--- config.mk ---
export PLATFORM = sky130hd
export DESIGN_NAME = ar_mux41_tdm_flat
export DESIGN_NICKNAME = d
export VERILOG_FILES = /design/src/rtl/ar_mux41_tdm_if.sv /design/src/rtl/ar_mux41_tdm.sv /design/src/flat_wrapper.sv
export SDC_FILE = /design/constraint.sdc
export NUM_CORES = 1
export LEC_CHECK = 0
export ABC_AREA = 1
export CAP_MARGIN = 20
export CORE_MARGIN = 2
export CORE_UTILIZATION = 52
export DETAILED_ROUTE_END_ITERATION = 8
export PLACE_DENSITY_LB_ADDON = 0.08
export REMOVE_ABC_BUFFERS = 1
export SLEW_MARGIN = 20
export SYNTH_ARGS = -nofsm -noshare
export SYNTH_HDL_FRONTEND = slang
export SYNTH_SLANG_ARGS = --single-unit
--- constraint.sdc ---
create_clock -name clk -period 3.8 [get_ports clk]
set_clock_uncertainty 0.2 [all_clocks]
set_input_delay 0.57 -clock clk [delete_from_list [all_inputs] [get_ports clk]]
set_output_delay 0.57 -clock clk [all_outputs]
set_load 0.02 [all_outputs]
--- src/rtl/ar_mux41_tdm_if.sv ---
// Lane bundle for the 4:1 TDM serializer: per-channel input handshake plus
// the registered (a, sel, enable) output lane with its ready backpressure.
interface ar_mux41_tdm_if #(
  parameter int W = 1
);
  logic           en;
  logic [3:0]     in_valid;
  logic [4*W-1:0] in_data;
  logic [3:0]     in_ready;
  logic           out_ready;
  logic [W-1:0]   a;
  logic [1:0]     sel;
  logic           enable;

  modport master (
    output en, in_valid, in_data, out_ready,
    input  in_ready, a, sel, enable
  );

  modport slave (
    input  en, in_valid, in_data, out_ready,
    output in_ready, a, sel, enable
  );
endinterface

--- src/rtl/ar_mux41_tdm.sv ---
// Time-division 4:1 multiplexer: four one-entry channel buffers drained by a
// round-robin arbiter onto a single registered, backpressurable lane.
module ar_mux41_tdm #(
  parameter int W = 1
) (
  input  logic             clk,
  input  logic             rst,
  ar_mux41_tdm_if.slave    bus_io
);
  logic [3:0]   buf_full_q, buf_full_d;
  logic [W-1:0] buf_data_q [4];
  logic [W-1:0] buf_data_d [4];
  logic [1:0]   ptr_q, ptr_d;
  logic [W-1:0] a_q, a_d;
  logic [1:0]   sel_q, sel_d;
  logic         enable_q, enable_d;

  logic         load;
  logic [1:0]   grant;
  logic [1:0]   cand;

  assign load = bus_io.en && (|buf_full_q) && (!enable_q || bus_io.out_ready);

  // Scan from the farthest offset back to ptr so the closest full buffer wins.
  always_comb begin
    grant = ptr_q;
    cand  = '0;
    for (int k = 3; k >= 0; k--) begin
      cand = ptr_q + 2'(k);
      if (buf_full_q[cand]) grant = cand;
    end
  end

  always_comb begin
    buf_full_d = buf_full_q;
    buf_data_d = buf_data_q;
    ptr_d      = ptr_q;
    a_d        = a_q;
    sel_d      = sel_q;
    enable_d   = enable_q;

    for (int i = 0; i < 4; i++) begin
      if (bus_io.in_valid[i] && !buf_full_q[i]) begin
        buf_full_d[i] = 1'b1;
        buf_data_d[i] = bus_io.in_data[i*W +: W];
      end
    end

    // A granted buffer was full, so it cannot also be accepting this edge.
    if (load) begin
      buf_full_d[grant] = 1'b0;
      a_d               = buf_data_q[grant];
      sel_d             = grant;
      enable_d          = 1'b1;
      ptr_d             = grant + 2'd1;
    end else if (enable_q && bus_io.out_ready) begin
      enable_d = 1'b0;
    end
  end

  always_ff @(posedge clk or posedge rst) begin
    if (rst) begin
      buf_full_q <= '0;
      for (int i = 0; i < 4; i++) buf_data_q[i] <= '0;
      ptr_q      <= '0;
      a_q        <= '0;
      sel_q      <= '0;
      enable_q   <= 1'b0;
    end else begin
      buf_full_q <= buf_full_d;
      buf_data_q <= buf_data_d;
      ptr_q      <= ptr_d;
      a_q        <= a_d;
      sel_q      <= sel_d;
      enable_q   <= enable_d;
    end
  end

  for (genvar gi = 0; gi < 4; gi++) begin : g_ready
    assign bus_io.in_ready[gi] = ~buf_full_q[gi];
  end

  assign bus_io.a      = a_q;
  assign bus_io.sel    = sel_q;
  assign bus_io.enable = enable_q;
endmodule

--- src/flat_wrapper.sv ---
// flat-port wrapper written by rule: the top's interface ports become plain ports
module ar_mux41_tdm_flat 
#(
  parameter int W = 1
)
  (clk, rst, bus_io_en, bus_io_in_valid, bus_io_in_data, bus_io_out_ready, bus_io_in_ready, bus_io_a, bus_io_sel, bus_io_enable);
  ar_mux41_tdm_if #(.W(W)) bus_io_i ();
  input  logic clk;
  input  logic rst;
  input wire logic [$bits(bus_io_i.en)-1:0] bus_io_en;
  input wire logic [$bits(bus_io_i.in_valid)-1:0] bus_io_in_valid;
  input wire logic [$bits(bus_io_i.in_data)-1:0] bus_io_in_data;
  input wire logic [$bits(bus_io_i.out_ready)-1:0] bus_io_out_ready;
  output wire logic [$bits(bus_io_i.in_ready)-1:0] bus_io_in_ready;
  output wire logic [$bits(bus_io_i.a)-1:0] bus_io_a;
  output wire logic [$bits(bus_io_i.sel)-1:0] bus_io_sel;
  output wire logic [$bits(bus_io_i.enable)-1:0] bus_io_enable;
  assign bus_io_i.en = bus_io_en;
  assign bus_io_i.in_valid = bus_io_in_valid;
  assign bus_io_i.in_data = bus_io_in_data;
  assign bus_io_i.out_ready = bus_io_out_ready;
  assign bus_io_in_ready = bus_io_i.in_ready;
  assign bus_io_a = bus_io_i.a;
  assign bus_io_sel = bus_io_i.sel;
  assign bus_io_enable = bus_io_i.enable;
  ar_mux41_tdm #(.W(W)) u_core (.clk(clk), .rst(rst), .bus_io(bus_io_i));
endmodule
# [After elaboration in Yosys (flattened, before gate mapping)]
# Index checks and enable logic that the tools add are counted.
[word_totals] register_bits=14 out_inout_bits=8
[op_classes] addsub=4 reduce_logical=16 magnitude_cmp=7 n_mux=24 n_bitwise=7
[op_table] operator="< comparator 2 x 3 -> 1 bit (second input constant)" n=5
[op_table] operator="two-way mux 1 bit" n=13
[op_table] operator="binary-select mux 1 bit (select 2 bit)" n=5
[op_table] operator="logical AND 1 bit" n=8
[op_table] operator="two-way mux 2 bit" n=4
[op_table] operator="zero test 1 bit" n=5
[op_table] operator="adder 2 x 1 -> 2 bit (second input constant)" n=2
[op_table] operator="adder 2 bit (second input constant)" n=2
[op_table] operator="bitwise AND 4 bit" n=1
[op_table] operator="two-way mux 4 bit" n=1
[op_table] operator="NOT 1 bit" n=4
[op_table] operator="NOT 4 bit" n=1
[op_table] operator="OR reduction 4 bit" n=1
[op_table] operator=">= comparator 3 bit (second input constant)" n=1
[op_table] operator="NOT 2 -> 3 bit" n=1
[op_table] operator="demux 1 bit (select 2 bit)" n=1
[op_table] operator=">= comparator 2 x 1 -> 1 bit (second input constant)" n=1
[op_table] operator="nonzero test 2 bit" n=1
[op_table] operator="logical OR 1 bit" n=1

# [Longest topological paths before layout]
[logic_depth] word_depth=14 depth_mapped=15

# [Least setup slack after synthesis]
# OpenSTA, ideal clock, no wires.
[synth_timing] path_kind="register to register" from="reg u_core.buf_full_q[1]" to="reg u_core.ptr_q[1]" arrival_time_ns=1.424 period_less_slack_ns=1.755 n_path_buf=0 stages_incl_launch_ff=8 setup_ns=0.131 setup_slack_ns=2.045 path_cell_list="dfrtp_1 inv_1 nand3_1 o21a_1 o21ai_1 inv_1 nand3_1 o211ai_1"
[synth_via] elab_chain_len=7
[synth_lines] element="from (decl)" line="ar_mux41_tdm.sv:10" text="logic [3:0] buf_full_q, buf_full_d;"
[synth_lines] element="from (signal assigned)" line="ar_mux41_tdm.sv:70" text="buf_full_q <= buf_full_d;"
[synth_lines] element="binary-select mux 1 bit (select 2 bit)" line="ar_mux41_tdm.sv:30" text="if (buf_full_q[cand]) grant = cand;"
[synth_lines] element="two-way mux 1 bit (not written as such)" line="ar_mux41_tdm.sv:30"
[synth_lines] element="two-way mux 2 bit (4 in a row)" line="ar_mux41_tdm.sv:30"
[synth_lines] element="adder 2 x 1 -> 2 bit" line="ar_mux41_tdm.sv:55" text="ptr_d = grant + 2'd1;"
[synth_lines] element="to (signal assigned)" line="ar_mux41_tdm.sv:72" text="ptr_q <= ptr_d;"
[synth_lines] element="to (decl)" line="ar_mux41_tdm.sv:13" text="logic [1:0] ptr_q, ptr_d;"
# Parallel ways exist; a longest one is shown, timed or not. The select of a mux whose other input is x is not followed.
# A chain may end at the register's enable or synchronous reset.

# [Worst setup path in the final report]
[layout_timing] from="reg u_core.buf_full_q[1]" to="out bus_io_in_ready[1]"
[layout_via] elab_chain_len=1
[layout_lines] element="NOT 1 bit" line="ar_mux41_tdm.sv:80" text="assign bus_io.in_ready[gi] = ~buf_full_q[gi];"
[layout_lines] element="to (decl)" line="flat_wrapper.sv:14" text="output wire logic [$bits(bus_io_i.in_ready)-1:0] bus_io_in_ready;"
# No other way between the ends.

==> impl_results.md <==
- Post-route cell area: 0.001111 mm²
- Initial Utilization: 0.5682
- Tcrit/Tclk final: 0.5890
- Final critical-path required period: 2238 ps
- Initial antenna violation count: 0
- Grt total ovfl: 0
- Post-DP HPWL: 1.564 mm
- First-pass GRT wire length: 3.394 mm
- Vias in the first global route: 787
- Maxcap violations: 0
- CP top delay family: buffers and inverters
- Synth Instances: 116
- Vias: 823
- CTS Buf Count: 3
- Nets@finish: 151
- Worst r2r src: u_core.ptr_q[0]
- Setup_tns: 0 ps
- Slowest cell on crit path: clkdlybuf4s50_1
- Crit path to: bus_io_in_ready[1]
- I/O Buffers: 19
- Power Density: 988.9 mW/mm²
- IO Count: 20
- Synth async-reset ratio: 1.000
- Worst skew pair latency: 290 ps
- Cell Chain, Critical Path: inv_1 > clkdlybuf4s50_1
- Critical Path AT: 1470 ps
- CTS tree: done
- Worst hold path class: reg -> reg
- Unique masters post-synth: 19
- Max Clock Freq: 446.8 MHz
- Worst-path clk slew: 80 ps
- Least-Margin Pin Slew: 532.2 ps
- Reg-to-reg slack, setup: 1610 ps
- Worst R2R Path Depth: 15
- Area leader, netlist: dfrtp_1
- Post-CTS setup repair buffer count: 0
- Tot GR Track Use: 0.2341
- Via density: 5.344
- Antenna cells: 0
- Final Slew Violations: 0
- CTS hold repair buffers: 0
- Clk buf depth: 2
- Core area: 0.001541 mm²
- Post-synth design cell area: 875.8 µm²
- WP buf/inv: 2
- Placed Instance Area: 0.001075 mm²
- Worst setup EP type: output pin
- Num Clock Sinks: 14
- #FFs+latches synth: 14
- Fin util: 0.7208
- Antenna Violating Nets Remaining: 0
- Core Rows: 14
- Post-Syn Area per Cell: 7.550 µm²
- DRT iter0 DRCs: 16
- Most common cell in the netlist: nand2_1
- Max H-tree Level: 1
- Slew Limit Headroom: 0.6448
- Setup-failing EPs final: 0
- Area Growth Syn to Fin: 26.86%
- VDD IR max: 0.5057 mV
- Drt pass-1 iters: 4
- Number of remaining DRC errors: 0
- Die Width: 45.04 µm
- Total Power: 0.001099 W
- GPL Wtd Cong: 0.8464
- CP Launch Point: u_core.buf_full_q[1]
- Die ar.: 0.002029 mm²
- Layout cells sized above 1: 0.2029
- Lkg Pwr: 0.5597 nW
- Syn. warnings: 0
- Status: finished clean
- Reg2reg end: u_core.bus_io.a
- CP startpoint kind: register
- Cts repair resizes: 0
- Synth cell count leaders: nand2_1, dfrtp_1, inv_1, nand3_1, inv_2
- Final WL: 1.949 mm
- Yosys top cell area share: 0.4000
- Register area share after synthesis: 0.4000
- Worst path max stage delay: 630 ps
- Largest net degree at the start of global routing: 15
- Crit path depth: 2
- WS Path Type: reg -> out
- DR WL/cell: 12.66 µm
- CP required: 3030 ps
- Die Ht: 45.04 µm
- Area contributors post-synth: dfrtp_1, nand2_1, nand3_1, inv_1, nand2_4
- Count of final hold-check violations: 0
- RSZ-0062 raised after global routing: no
- Synth Flop Type: dfrtp_1
- EDFF count, synth: 0
- CTS Root Cell: clkbuf_4
- Crit Path Max Fanout: 4
-- power by group --
group	leakage [nW]	internal (W)	total [W]	switching, W
sequential	0.154	0.000216	0.000283	0.0000670
clock	0.0210	0.0000585	0.000111	0.0000524
combinational	0.384	0.000266	0.000705	0.000439
total	0.560	0.000540	0.00110	0.000558
-- final cells by class --
type                            count  area, µm²
Multi-Input combinational cell     80      435.4
Fill cell                         132      430.4
Sequential cell                    14      350.3
Timing Repair Buffer               19      190.2
Inverter                           21      78.83
Clock buffer                        4      36.28
Tap cell                           16      20.02
-- per-stage QoR --
step	hold slack (ps)	instances	worst slack, ps
floorplan	259.2	115	1920
global placement	299.2	150	1686
detailed placement	283.1	150	1633
CTS	311.2	154	1555
global route	347.3	154	1376
finish	305.5	154	1562
-- layout by cell type, fill, tap and decap left out, types with 4 or more instances in the layout --
cell type,count
nand2_1,31
clkdlybuf4s50_1,19
dfrtp_1,14
inv_1,13
nand3_1,13
inv_2,8
nand2_2,7
o21ai_0,5
a21oi_1,5
nand2_4,4
-- registers in the layout, indices dropped and copies added, names as in the netlist --
name	cells
u_core.bus_io.a	1
u_core.buf_data_q	4
u_core.buf_full_q	4
u_core.ptr_q	2
u_core.bus_io.sel	2
u_core.bus_io.enable	1
-- logic make-up (layout without fill, tap and decap cells) --
| logic type | after synthesis | count (layout) | synth area share |
|---|---|---|---|
| buffers and inverters | 22 | 44 | 0.1029 |
| DFF | 14 | 14 | 0.4000 |
| and+or+nand+nor | 61 | 61 | 0.3657 |
| AOI/OAI and AO/OA | 19 | 19 | 0.1314 |
-- worst min path at each step --
stage                                     from              endpoint  slack, ps  depth (start not counted)
after detailed placement  u_core.bus_io.sel[1]  u_core.bus_io.sel[1]        280                          2
after global placement    u_core.bus_io.sel[0]  u_core.bus_io.sel[0]        300                          1
after global routing      u_core.bus_io.sel[0]  u_core.bus_io.sel[0]        350                          1
after floorplan                            rst  u_core.buf_data_q[0]        260                          1
after CTS                 u_core.bus_io.sel[1]  u_core.bus_io.sel[1]        310                          2
final                     u_core.bus_io.sel[1]  u_core.bus_io.sel[1]        310                          2
-- per-layer routing --
layer,up-vias,GRT usage,part of all wire
li1,413,-,-
met1,377,0.3101,0.43
met2,26,0.3686,0.49
met3,7,0.04800,0.045
met4,0,0.1059,0.031
met5,-,0,0
-- worst reg2reg max path: stages, from the launching register on --
cell and delay, ps:
dfrtp_1 670, inv_2 200, nand2_1 140, nand3_1 110, nand2_1 100, inv_2 40, nand2_2 60, nand2_4 70
nand2_4 70, nand2_4 60, nand2_4 110, nand2_2 50, nand3_2 50, nand2_1 60, nand2_1 50, nand2_1 50
Power figures use the tool's default switching activity.
==> edit 1: new RTL, same flow settings <==
`buf_full_q` no longer has a reset.
--- a/src/rtl/ar_mux41_tdm.sv
+++ b/src/rtl/ar_mux41_tdm.sv
@@ -60,20 +60,22 @@
 
   always_ff @(posedge clk or posedge rst) begin
     if (rst) begin
-      buf_full_q <= '0;
       for (int i = 0; i < 4; i++) buf_data_q[i] <= '0;
       ptr_q      <= '0;
       a_q        <= '0;
       sel_q      <= '0;
       enable_q   <= 1'b0;
     end else begin
-      buf_full_q <= buf_full_d;
       buf_data_q <= buf_data_d;
       ptr_q      <= ptr_d;
       a_q        <= a_d;
       sel_q      <= sel_d;
       enable_q   <= enable_d;
     end
+  end
+
+  always_ff @(posedge clk) begin
+    buf_full_q <= buf_full_d;
   end
 
   for (genvar gi = 0; gi < 4; gi++) begin : g_ready
Function: changed (Yosys sat finds a counterexample within 4 cycles, from zero or initial values and one cycle with rst high).
==> edit 1 against the original RTL <==
Cell area is 6.9% lower. Cell count is 3.2% lower. Maximum frequency is 3.0% higher. Register-to-register slack better by 320 ps. Global-route usage is 1.9 points lower. Routed wire length is 12% lower. Total power is 9.6% lower. Sequential cell count stayed put. Setup slack better by 65 ps. Synthesized area is 7.1% lower. Sequential share of layout area is 0.39 points higher. Via count is 6.3% lower.
==> edit 1: results (changes against the original RTL) <==
Pre-CTS WS: 1630 ps (+0.300 ps)
Vias in the first global route: 735 (-6.6%)
Max clock buf depth: 2 (unchanged)
Arr. time, crit path: 1400 ps (-70 ps)
Fill cells: 123 (-6.8%)
Commonest cells post-synth: nand2_1 (32), inv_1 (16), dfrtp_1 (10), nand3_1 (10), a31oi_1 (6)
Yosys cell types: 21 (+2)
Initial antenna violation count: 0 (unchanged)
Synth Warn #: 0 (unchanged)
Post-Syn Instances: 112 (-3.4%)
Main synth FF type: dfrtp_1
Global-route usage over all layers: 21.5% (-1.9 points)
Slew @ Worst Pin: 398 ps (-134 ps)
Number of port buffers: 19 (unchanged)
CP max FO: 4 (unchanged)
Top Registers: u_core.buf_data_q (4), u_core.buf_full_q (4)
Clk Latency, worst-skew pair: 270 ps (-20 ps)
Vias: 771 (-6.3%)
Hold crit path type: flop to flop
First-pass GRT wire length: 3010 um (-11%)
Share of cells above drive strength 1: 13.5% (-6.8 points)
Layout Nets: 147 (-2.6%)
Synth top area cells: dfrtp_1 (31%), nand2_1 (15%), dfxtp_1 (9.8%)
Maximum vdd drop: 0.574 mV (+13%)
N_diodes: 0 (unchanged)
Clock-pin slew on the worst setup and hold paths: 70 ps
CTS H-tree lvls: 1 (unchanged)
Initial DRC count: 11 (-5)
Drt wl/cell: 11.6 um (-8.6%)
Post-DP Area: 1010 um^2 (-5.8%)
TritonCTS Buffers: 3 (unchanged)
1st-pass router iterations: 4 (unchanged)
Ys async rst share: 71.4% (-29 points)
Resize count post-CTS: 0 (unchanged)
P_leak: 0.533 nW (-4.7%)
Outcome: finished clean
Pin count of the biggest net entering global routing: 11 (-4)
Post-DR vias/cell: 5.17 (-3.2%)
Routability-driven placement congestion ratio: 0.880 (+3.9%)
Seq/Total Area, Yosys: 40.6% (+0.62 points)
Post-DP HPWL: 1420 um (-9.4%)
Root Buffer: clkbuf_4
Postcts setup bufs: 0 (unchanged)
[edit 1: path summary, 6_finish.rpt]
kind | cells past startpoint | start | end | slack [ps]
setup / recovery | 2 | u_core.buf_full_q[2]$_DFF_P_ | bus_io_in_ready[2] | 1630
hold / removal | 1 | u_core.bus_io.sel[0]$_DFFE_PP0P_ | u_core.bus_io.sel[0]$_DFFE_PP0P_ | 300
setup reg to reg | 12 | u_core.ptr_q[0]$_DFFE_PP0P_ | u_core.buf_full_q[1]$_DFF_P_ | 1930
hold reg to reg | 1 | u_core.bus_io.sel[0]$_DFFE_PP0P_ | u_core.bus_io.sel[0]$_DFFE_PP0P_ | 300
max in group asynchronous | 2 | rst | u_core.buf_data_q[3]$_DFFE_PP0P_ | 2750
min in group asynchronous | 2 | rst | u_core.bus_io.a$_DFFE_PP0P_ | 370
[edit 1: cells by family after synthesis]
family	share of synthesized area (%)
AOI/OAI and AO/OA	15.5
buffers and inverters	11.7
DFF	40.6
and+or+nand+nor	32.2
[edit 1: cell type report]
type                    instances  area (um^2)  area share, %
clock buffers                   3         22.5           2.18
inverters                      21         83.8           8.10
multi-input cells              76          388           37.5
flip-flops and latches         14          330           31.9
well taps                      16         20.0           1.93
repair buffers                 19          190           18.4
[edit 1: metal layers]
metal  vias up  track usage, %  part of all wire (%)
met5         -               0                     0
met4         0            10.9                   2.1
met3         4            3.75                   2.0
met2         9            35.0                    49
met1       352            27.3                    47
li1        406               -                     -
[edit 1: report_power, final]
part           switching [mW]  internal (mW)
combinational           0.390          0.241
sequential             0.0621          0.219
clock                  0.0443         0.0367
total                   0.496          0.496
[edit 1: critical path, cell delays in order (launching register included)]
cell and delay [ps]:
dfxtp_1 350, inv_1 150, clkdlybuf4s50_1 630
==> edit 2: new RTL, config.mk and constraints unchanged <==
Made on the original files. Make the reset (`rst`) synchronous in one clocked block.
--- a/src/rtl/ar_mux41_tdm.sv
+++ b/src/rtl/ar_mux41_tdm.sv
@@ -58,7 +58,7 @@
     end
   end
 
-  always_ff @(posedge clk or posedge rst) begin
+  always_ff @(posedge clk) begin
     if (rst) begin
       buf_full_q <= '0;
       for (int i = 0; i < 4; i++) buf_data_q[i] <= '0;
Check against the original RTL: differs if rst is asserted again (counterexample within 4 cycles, from zero or initial values and one cycle with rst high); with rst held inactive, the same outputs for 10 cycles.
==> edit 2 against the original RTL <==
Routed wire length fell by 3.6%. Synthesized area fell by 4.1%. Total power fell by 39%. Sequential cell count did not move. Setup slack improved by 90 ps. Cell area fell by 3.3%. Die area fell by 3.8%. Largest power group unchanged. Critical path depth did not move. Hold slack got worse by 39 ps.
==> edit 2: results (changes against the original RTL) <==
Vias in the first global route: 772 (-1.9%)
Drt wl/cell: 11.6 um (-8.4%)
TritonCTS Buffers: 3 (unchanged)
N_diodes: 0 (unchanged)
1st-pass router iterations: 4 (unchanged)
CP max FO: 4 (unchanged)
Outcome: finished clean
Post-DP HPWL: 1490 um (-4.8%)
Final std cells w/o fill: 162 (+5.2%)
Initial DRC count: 22 (+6)
Post-DP Area: 1040 um^2 (-3.4%)
Avg Cell Area, Syn: 6.77 um^2 (-10%)
Top Registers: u_core.buf_data_q (4), u_core.buf_full_q (4)
Post-Synth XOR/XNOR Area: 0% (unchanged)
Ys async rst share: 0% (-100 points)
Switch Pwr: 0.308 mW (-45%)
Resize count post-CTS: 0 (unchanged)
Arr. time, crit path: 1380 ps (-90 ps)
Post-synthesis compound-gate area fraction: 16.7% (+3.5 points)
Pre-CTS WS: 1540 ps (-89.1 ps)
Number of port buffers: 19 (unchanged)
Clk Latency, worst-skew pair: 290 ps (about the same)
CTS H-tree lvls: 1 (unchanged)
Postcts setup bufs: 0 (unchanged)
First-pass GRT wire length: 3340 um (-1.6%)
Synth Warn #: 0 (unchanged)
Hold crit path type: flop to flop
Clock-pin slew on the worst setup and hold paths: 80 ps (about the same)
Post-DR vias/cell: 5.11 (-4.4%)
Commonest cells post-synth: nand2_1 (38), dfxtp_1 (14), inv_1 (13), nand3_1 (9), inv_2 (8)
Routability-driven placement congestion ratio: 0.929 (+9.7%)
Root Buffer: clkbuf_4
Yosys cell types: 22 (+3)
CP max-delay cell: clkdlybuf4s50_1
Maximum vdd drop: 0.347 mV (-31%)
Max clock buf depth: 2 (unchanged)
Share of cells above drive strength 1: 19.2% (-1.1 points)
Slew @ Worst Pin: 424 ps (-108 ps)
Pin count of the biggest net entering global routing: 11 (-4)
Mux contribution to synthesized area: 0% (unchanged)
Synth top area cells: dfxtp_1 (33%), nand2_1 (17%), inv_1 (5.8%)
CP peak stage delay: 620 ps
Synth Area in Adders: 0% (unchanged)
P_leak: 0.519 nW (-7.3%)
Seq/Total Area, Yosys: 33.4% (-6.6 points)
Global-route usage over all layers: 23.2% (-0.16 points)
Initial antenna violation count: 0 (unchanged)
==> edit 2: cell count changes after synthesis, moves of 3 or more <==
cell	before	now
dfrtp_1	14	0
nand2_1	31	38
nand2_4	4	1
o211ai_1	1	5
dfxtp_1	0	14
nand3_1	13	9
==> edit 2: power groups by stage <==
stage,registers [mW],clock network (mW),logic (mW)
after floorplan,0.209,0,0.263
after global placement,0.205,0,0.352
after detailed placement,0.205,0,0.357
after CTS,0.202,0.111,0.360
after global routing,0.206,0.118,0.406
final,0.202,0.112,0.361
==> edit 2: critical path, delay by kind of cell (launching register included) <==
family                 cells  cell delay (ps)
buffers and inverters      2              760
DFF                        1              330
==> edit 2: worst paths after layout <==
path,slack (ps),to,cells past startpoint,from
hold / removal,270,u_core.buf_data_q[3]$_SDFFE_PP0P_,2,u_core.buf_data_q[3]$_SDFFE_PP0P_
setup / recovery,1650,bus_io_in_ready[0],2,u_core.buf_full_q[0]$_SDFF_PP0_
setup reg to reg,1800,u_core.ptr_q[1]$_SDFFE_PP0P_,15,u_core.ptr_q[0]$_SDFFE_PP0P_
hold reg to reg,270,u_core.buf_data_q[3]$_SDFFE_PP0P_,2,u_core.buf_data_q[3]$_SDFFE_PP0P_
==> edit 2: cell families (layout without fill, tap and decap cells) <==
logic type	count (synthesis)	count (layout)
flip-flops	14	14
AND/OR/NAND/NOR	64	64
buffers and inverters	24	46
AO/OA/AOI/OAI	22	22
==> edit 2: per-layer routing <==
layer	GRT usage, %	part of all wire [%]	routed length (um)
met4	10.9	1.9	36
met2	38.8	49	922
met5	0	0	0
met3	4.49	3.9	74
met1	28.6	45	846
==> edit 2: area by class of cell <==
type	count	area, um^2
clock buffers	4	36.3
multi-input cells	86	454
inverters	23	93.8
fillers	133	432
flip-flops and latches	14	280
repair buffers	19	190
well taps	16	20.0
